[config.mk]
export PLATFORM = sky130hd
export DESIGN_NAME = photon_tile_mc
export DESIGN_NICKNAME = d
export VERILOG_FILES = /design/src/rtl/photon_pkg.sv /design/src/rtl/photon_score_fifo.sv /design/src/rtl/photon_tile_mc.sv
export SDC_FILE = /design/constraint.sdc
export NUM_CORES = 2
export LEC_CHECK = 0
export ABC_CLOCK_PERIOD_IN_PS = 10100
export CORE_ASPECT_RATIO = 1.2
export CORE_MARGIN = 10
export CORE_UTILIZATION = 29
export CTS_BUF_LIST = sky130_fd_sc_hd__clkbuf_8
export CTS_CLUSTER_SIZE = 24
export DETAILED_ROUTE_END_ITERATION = 7
export PLACE_DENSITY = 0.49
export SLEW_MARGIN = 20
export SYNTH_ARGS = -nofsm -noshare
export SYNTH_HDL_FRONTEND = slang
export SYNTH_SLANG_ARGS = --single-unit
export TNS_END_PERCENT = 10
[constraint.sdc]
create_clock -name clk -period 10.1 [get_ports clk]
set_clock_uncertainty 0.05 [all_clocks]
set_input_delay 2.02 -clock clk [delete_from_list [all_inputs] [get_ports clk]]
set_output_delay 2.02 -clock clk [all_outputs]
set_load 0.05 [all_outputs]
[src/rtl/photon_pkg.sv]
// Shared types and constants for the multi-lane photonic tile.
// Holds the score width derivation, mode encodings, accumulator FSM states
// and the ADC-noise LFSR constants.
package photon_pkg;

  localparam logic PH_MODE_RAW = 1'b0;
  localparam logic PH_MODE_ACC = 1'b1;

  localparam logic [15:0] PH_LFSR_POLY = 16'hB400;
  localparam logic [15:0] PH_LFSR_SEED = 16'hACE1;

  typedef enum logic {
    ACC_IDLE = 1'b0,
    ACC_RUN  = 1'b1
  } ph_acc_state_t;

  // Product width, plus lane-sum growth, plus accumulation headroom.
  function automatic int ph_score_w(input int data_w, input int lanes, input int acc_beats_w);
    return 2 * data_w + $clog2(lanes) + acc_beats_w;
  endfunction

endpackage

[src/rtl/photon_score_fifo.sv]
// Purpose: first-word fall-through score FIFO with occupancy count.
// Latency: a write is visible on rd_data the cycle after the write edge.
// Backpressure: none internally; the writer is credit-limited so it never overflows.
// Ports: wr_valid/wr_data push, rd_en pops the head, rd_data is the head (0 when empty),
//        count is the number of stored entries.
module photon_score_fifo #(
  parameter int WIDTH = 42,
  parameter int DEPTH = 8
) (
  input  logic                     clk,
  input  logic                     rst_n,
  input  logic                     wr_valid,
  input  logic [WIDTH-1:0]         wr_data,
  input  logic                     rd_en,
  output logic [WIDTH-1:0]         rd_data,
  output logic [$clog2(DEPTH):0]   count
);

  localparam int AW = $clog2(DEPTH);
  localparam logic [AW:0] FULL_CNT = (AW + 1)'(DEPTH);

  logic [WIDTH-1:0] mem_q [DEPTH];
  logic [AW-1:0]    wr_ptr_q;
  logic [AW-1:0]    rd_ptr_q;
  logic [AW:0]      count_q;
  logic             do_pop;
  logic             do_push;

  assign do_pop  = rd_en && (count_q != '0);
  // A push into a full FIFO is fine when the head leaves on the same edge.
  assign do_push = wr_valid && ((count_q != FULL_CNT) || do_pop);

  always_ff @(posedge clk or negedge rst_n) begin
    if (!rst_n) begin
      wr_ptr_q <= '0;
      rd_ptr_q <= '0;
      count_q  <= '0;
      for (int i = 0; i < DEPTH; i++) begin
        mem_q[i] <= '0;
      end
    end else begin
      if (do_push) begin
        mem_q[wr_ptr_q] <= wr_data;
        wr_ptr_q        <= wr_ptr_q + 1'b1;
      end
      if (do_pop) begin
        rd_ptr_q <= rd_ptr_q + 1'b1;
      end
      count_q <= count_q + (AW + 1)'(do_push) - (AW + 1)'(do_pop);
    end
  end

  assign rd_data = (count_q != '0) ? mem_q[rd_ptr_q] : '0;
  assign count   = count_q;

endmodule

[src/rtl/photon_tile_mc.sv]
// Purpose: multi-lane photonic dot-product tile: per-lane products, lane-sum, optional
//          cross-pulse accumulation, scores out through an FWFT FIFO.
// Latency: score visible OPTICAL_LATENCY+1 edges after the accept edge.
// Backpressure: optical pipe never stalls; fire_ready is a credit gate (inflight < FIFO_DEPTH).
// Ports: q_amplitude/k_phase packed lanes (lane 0 in LSBs), fire_valid/fire_ready/fire_last/mode
//        issue side; digital_score/score_valid/score_ready output side; inflight credit count;
//        mode_err sticky error (raw beat inside an open accumulation group).
// Option: define PHOTON_ADC_NOISE_EN to add LFSR quantisation noise (adds TILE_SEED parameter).
module photon_tile_mc
  import photon_pkg::*;
#(
  parameter int LANES           = 4,
  parameter int DATA_W          = 16,
  parameter int OPTICAL_LATENCY = 10,
  parameter int ACC_BEATS_W     = 8,
  parameter int FIFO_DEPTH      = 8,
`ifdef PHOTON_ADC_NOISE_EN
  parameter logic [15:0] TILE_SEED = 16'h0000,
`endif
  parameter int SCORE_W         = ph_score_w(DATA_W, LANES, ACC_BEATS_W)
) (
  input  logic                             clk,
  input  logic                             rst_n,
  input  logic [LANES*DATA_W-1:0]          q_amplitude,
  input  logic [LANES*DATA_W-1:0]          k_phase,
  input  logic                             fire_valid,
  output logic                             fire_ready,
  input  logic                             fire_last,
  input  logic                             mode,
  output logic signed [SCORE_W-1:0]        digital_score,
  output logic                             score_valid,
  input  logic                             score_ready,
  output logic [$clog2(FIFO_DEPTH):0]      inflight,
  output logic                             mode_err
);

  localparam int PW = 2 * DATA_W;
  localparam int IW = $clog2(FIFO_DEPTH) + 1;
  localparam int L  = OPTICAL_LATENCY;
  localparam logic [IW-1:0] DEPTH_CNT = IW'(FIFO_DEPTH);

  logic signed [PW-1:0]      prod_d [LANES];
  logic signed [PW-1:0]      prod_q [L][LANES];
  logic [L-1:0]              vld_q;
  logic [L-1:0]              mode_q;
  logic [L-1:0]              last_q;

  logic signed [SCORE_W-1:0] lane_sum;
  logic signed [SCORE_W-1:0] sum_q;
  logic                      sum_vld_q;
  logic                      sum_mode_q;
  logic                      sum_last_q;

  ph_acc_state_t             state_q, state_d;
  logic signed [SCORE_W-1:0] acc_q, acc_d;
  logic signed [SCORE_W-1:0] emit_dat;
  logic                      emit;
  logic                      fold;
  logic                      err_set;
  logic                      mode_err_q;

  logic [IW-1:0]             inflight_q;
  logic [IW-1:0]             fifo_count;
  logic                      accept;
  logic                      pop;

  assign fire_ready  = (inflight_q < DEPTH_CNT);
  assign accept      = fire_valid && fire_ready;
  assign score_valid = (fifo_count != '0);
  assign pop         = score_valid && score_ready;

  // Sign-extend both operands to the product width; the low PW bits of the
  // unsigned product equal the two's complement product.
  always_comb begin
    for (int i = 0; i < LANES; i++) begin
      prod_d[i] = {{DATA_W{q_amplitude[i*DATA_W+DATA_W-1]}}, q_amplitude[i*DATA_W +: DATA_W]} *
                  {{DATA_W{k_phase[i*DATA_W+DATA_W-1]}}, k_phase[i*DATA_W +: DATA_W]};
    end
  end

  always_ff @(posedge clk or negedge rst_n) begin
    if (!rst_n) begin
      vld_q  <= '0;
      mode_q <= '0;
      last_q <= '0;
      for (int s = 0; s < L; s++) begin
        for (int i = 0; i < LANES; i++) begin
          prod_q[s][i] <= '0;
        end
      end
    end else begin
      vld_q[0]  <= accept;
      mode_q[0] <= mode;
      last_q[0] <= fire_last;
      for (int i = 0; i < LANES; i++) begin
        prod_q[0][i] <= prod_d[i];
      end
      for (int s = 1; s < L; s++) begin
        vld_q[s]  <= vld_q[s-1];
        mode_q[s] <= mode_q[s-1];
        last_q[s] <= last_q[s-1];
        for (int i = 0; i < LANES; i++) begin
          prod_q[s][i] <= prod_q[s-1][i];
        end
      end
    end
  end

`ifdef PHOTON_ADC_NOISE_EN
  logic [15:0] lfsr_q;

  always_ff @(posedge clk or negedge rst_n) begin
    if (!rst_n) begin
      lfsr_q <= PH_LFSR_SEED ^ TILE_SEED;
    end else begin
      lfsr_q <= lfsr_q[0] ? ((lfsr_q >> 1) ^ PH_LFSR_POLY) : (lfsr_q >> 1);
    end
  end
`endif

  // Lane reduction of the last optical stage. With noise enabled each lane
  // takes a differently rotated LFSR view, shifted down to [-4,+3].
  always_comb begin
`ifdef PHOTON_ADC_NOISE_EN
    logic [15:0]        rot;
    logic signed [15:0] nz;
    rot = '0;
    nz  = '0;
`endif
    lane_sum = '0;
    for (int i = 0; i < LANES; i++) begin
      lane_sum = lane_sum + {{(SCORE_W-PW){prod_q[L-1][i][PW-1]}}, prod_q[L-1][i]};
`ifdef PHOTON_ADC_NOISE_EN
      rot      = (lfsr_q << ((3 * i) % 16)) | (lfsr_q >> (16 - ((3 * i) % 16)));
      nz       = $signed(rot) >>> 13;
      lane_sum = lane_sum + {{(SCORE_W-16){nz[15]}}, nz};
`endif
    end
  end

  always_ff @(posedge clk or negedge rst_n) begin
    if (!rst_n) begin
      sum_q      <= '0;
      sum_vld_q  <= 1'b0;
      sum_mode_q <= 1'b0;
      sum_last_q <= 1'b0;
    end else begin
      sum_q      <= lane_sum;
      sum_vld_q  <= vld_q[L-1];
      sum_mode_q <= mode_q[L-1];
      sum_last_q <= last_q[L-1];
    end
  end

  always_ff @(posedge clk or negedge rst_n) begin
    if (!rst_n) begin
      state_q    <= ACC_IDLE;
      acc_q      <= '0;
      mode_err_q <= 1'b0;
    end else begin
      state_q    <= state_d;
      acc_q      <= acc_d;
      mode_err_q <= mode_err_q | err_set;
    end
  end

  always_comb begin
    state_d  = state_q;
    acc_d    = acc_q;
    emit     = 1'b0;
    emit_dat = sum_q;
    fold     = 1'b0;
    err_set  = 1'b0;
    if (sum_vld_q) begin
      case (state_q)
        ACC_IDLE: begin
          if (sum_mode_q == PH_MODE_RAW || sum_last_q) begin
            emit = 1'b1;
          end else begin
            acc_d   = sum_q;
            fold    = 1'b1;
            state_d = ACC_RUN;
          end
        end
        ACC_RUN: begin
          if (sum_mode_q == PH_MODE_RAW) begin
            // Open group is abandoned; the raw beat still produces its score.
            err_set = 1'b1;
            emit    = 1'b1;
            acc_d   = '0;
            state_d = ACC_IDLE;
          end else if (sum_last_q) begin
            emit     = 1'b1;
            emit_dat = acc_q + sum_q;
            acc_d    = '0;
            state_d  = ACC_IDLE;
          end else begin
            acc_d = acc_q + sum_q;
            fold  = 1'b1;
          end
        end
        default: state_d = ACC_IDLE;
      endcase
    end
  end

  // A folded beat never reaches the FIFO, so its credit is returned at the fold.
  always_ff @(posedge clk or negedge rst_n) begin
    if (!rst_n) begin
      inflight_q <= '0;
    end else begin
      inflight_q <= inflight_q + IW'(accept) - IW'(pop) - IW'(fold);
    end
  end

  photon_score_fifo #(
    .WIDTH (SCORE_W),
    .DEPTH (FIFO_DEPTH)
  ) u_fifo (
    .clk      (clk),
    .rst_n    (rst_n),
    .wr_valid (emit),
    .wr_data  (emit_dat),
    .rd_en    (pop),
    .rd_data  (digital_score),
    .count    (fifo_count)
  );

  assign inflight = inflight_q;
  assign mode_err = mode_err_q;

endmodule
==> impl_metrics.json <==
{
  "placementRows": 232,
  "setup_viol": 0,
  "r2r_cells": 14,
  "hold_viol_final": 0,
  "slew_headroom": 0.229,
  "ys_seq_area_frac": 0.452,
  "final_max_slew_viol_count": 0,
  "dr.pass1.iters": 6,
  "holdCritPathClass": "reg -> reg",
  "die_w_um": 547,
  "postSynthAreaPerCell_um2": 12.0,
  "worstSetupEndpointType": "flop",
  "worstSkewPairLatency_ps": 1020,
  "cts.sinks": 1742,
  "outcome": "finished, final reports clean",
  "synth-async-reset-ratio": 1.00,
  "synth_top_flop_cell": "dfrtp_1",
  "endpoint": "prod_q[1246]$_DFF_PN0_",
  "clk_pin_slew_ps": 60,
  "place_ws_ps": 778,
  "yosys-top-cells-count": "dfrtp_1 (1742), inv_1 (1191), fa_1 (1117)",
  "cp_slowest_cell": "a2111oi_0",
  "remaining_drc_errors": 0,
  "hold-worst-slack_ps": 244,
  "rsz0062_at_grt": "no",
  "cts.repair.resized": 0,
  "critPathLaunch": "q_amplitude[26]",
  "overflow": 0,
  "cts_setup_buffers": 0,
  "initial_core_util": 0.291,
  "final_util": 0.330,
  "crit_top_cell": "fa_1",
  "r2r_start": "prod_q[0]$_DFF_PN0_",
  "via_per_inst": 4.38,
  "drtAntennaViolNets": 0,
  "ys_types": 91,
  "cts.htree.levels": 5,
  "worst_slack_ps": 1630,
  "rrSetupSlack_ps": 5140,
  "setup_tns_ps": 0,
  "synth_area_leaders": "dfrtp_1 (45%), fa_1 (23%), ha_1 (5.4%), inv_1 (4.6%), nand2_1 (3.6%)",
  "coreArea_um2": 332000,
  "portBuffers": 182,
  "fin_crit_sh": 0.839,
  "tritoncts": "built",
  "synth_seq_cells": 1742,
  "worstSetupStartpointType": "primary input",
  "cts_buffers": 312,
  "dieArea_um2": 356000,
  "wire_per_inst_um": 16.7,
  "antenna_found_initial": 5,
  "grt_pass1_vias": 64900,
  "worst-path-max-fanout": 16,
  "io_pins": 183,
  "route.vias.total": 56885,
  "drt-initial-drc-count": 3115,
  "gp_congestion": 0.831,
  "synth_edf_count": 0,
  "fmax_mhz": 118,
  "synth_top_cell_by_area": "dfrtp_1",
  "clockBufferDepth": 4,
  "synth_cells": 8056,
  "cap_violations": 0,
  "min_period_ps": 8470,
  "syn_to_final_growth_pct": 13.4,
  "max_stage_delay_ps": 910,
  "cts_hold_buf": 0,
  "tightest_slew_ps": 1160,
  "root_buffer": "clkbuf_8",
  "grt_max_degree": 186,
  "netlist_area_um2": 96500,
  "post-dp-hpwl_um": 156000,
  "finalNetCount": 10000,
  "ys_warn_count": 0,
  "die_y_um": 652,
  "setup.worst_path.class": "in -> reg",
  "crit_required_ps": 10900,
  "yosysMostFrequentCell": "dfrtp_1",
  "grt_pass1_wl_um": 357000,
  "crit_chain": "clkdlybuf4s50_1 > and2_1 > fa_1 > inv_1 > fa_1 > fa_1 > inv_1 > fa_1 > fa_1 > inv_1 > fa_1 > inv_1 > ha_1 > a21o_1 > a21oi_1 > and3_1 > o21ai_1 > a2111oi_0 > o311ai_1 > a221o_1 > xor2_1",
  "synth_nets": 9721,
  "worstPathArrival_ps": 9270,
  "yosysTopAreaCellShare": 0.452,
  "drt-total-wl_um": 216000,
  "grt_usage": 0.123,
  "drive_above_1_share": 0.0776,
  "r2r-end": "sum_q[33]$_DFF_PN0_"
}
-- stage by stage --
| stage | area (um2) | instances |
|---|---|---|
| detailed placement | 103000 | 12466 |
| CTS | 109000 | 12994 |
| floorplan | 96500 | 8056 |
| global route | 109000 | 12996 |
| finish | 109000 | 12997 |
| global placement | 103000 | 12466 |
-- state kept, by name, indices dropped and copies added (netlist names) --
signal,cells
sum_mode_q,1
state_q,1
last_q,10
mode_q,10
sum_last_q,1
inflight,4
u_fifo.wr_ptr_q,3
prod_q,1280
u_fifo.rd_ptr_q,3
vld_q,10
sum_q,35
mode_err,1
u_fifo.mem_q,336
sum_vld_q,1
acc_q,42
u_fifo.count,4
-- per-layer routing --
metal / up-vias / wire length, um / track usage
met5: - / 0 / 0
li1: 25780 / - / -
met3: 341 / 8910 / 0.0194
met2: 1186 / 108000 / 0.213
met1: 29578 / 94500 / 0.160
met4: 0 / 4560 / 0.0327
-- worst max-delay path, delay by kind of cell --
family / cells / cell delay [ps]
AND/OR/NAND/NOR: 2 / 580
buffers and inverters: 5 / 1050
AO/OA/AOI/OAI: 6 / 2130
adder cells (fa/ha/maj): 7 / 3320
XOR/XNOR: 1 / 140
-- how the worst min path moves through the flow --
stage	depth (start not counted)	end	slack, ps	start
after floorplan	0	last_q[1]$_DFF_PN0_	280	last_q[0]$_DFF_PN0_
after global placement	0	prod_q[1061]$_DFF_PN0_	280	prod_q[1189]$_DFF_PN0_
after detailed placement	0	last_q[4]$_DFF_PN0_	280	last_q[3]$_DFF_PN0_
after CTS	0	prod_q[173]$_DFF_PN0_	240	prod_q[301]$_DFF_PN0_
after global routing	0	prod_q[219]$_DFF_PN0_	250	prod_q[347]$_DFF_PN0_
final	0	prod_q[173]$_DFF_PN0_	240	prod_q[301]$_DFF_PN0_
-- logic make-up (layout without fill, tap and decap cells) --
kind of cell	after synthesis	in the layout	share of synthesized area
flops	1742	1742	0.452
compound gates	972	972	0.0611
xor+xnor	198	198	0.0180
fa+ha+maj	1531	1531	0.285
simple gates	1959	1959	0.0952
other cells	0	2	0
buf+inv	1477	1970	0.0591
mux	177	177	0.0296
-- cells in the final DEF (no fill, tap or decap), types with 29 or more instances in the layout --
| master | instances |
|---|---|
| and2_1 | 511 |
| a21oi_1 | 200 |
| xnor2_1 | 146 |
| clkinv_2 | 29 |
| fa_1 | 1117 |
| clkbuf_8 | 380 |
| dfrtp_1 | 1739 |
| buf_4 | 61 |
| mux2i_1 | 73 |
| clkdlybuf4s50_1 | 181 |
| a31oi_1 | 39 |
| ha_1 | 414 |
| inv_1 | 1289 |
| a211oi_1 | 31 |
| nand2_1 | 921 |
| nor2_1 | 295 |
| o21ai_0 | 392 |
| xor2_1 | 52 |
| nand3_1 | 39 |
| o21a_1 | 50 |
| nor3_1 | 37 |
| mux4_2 | 84 |
| a21o_1 | 87 |
-- cell type report --
cell class | count | area, um2
multi-input cells | 4837 | 47300
diodes | 2 | 5.00
fillers | 33374 | 223000
inverters | 1192 | 4470
flip-flops and latches | 1742 | 43600
repair buffers | 250 | 2440
clock inverters | 148 | 863
clock buffers | 380 | 5230
well taps | 4446 | 5560
Power is not shown: default switching activity piles up to over one toggle a cycle in this logic, so the estimate is an artifact.
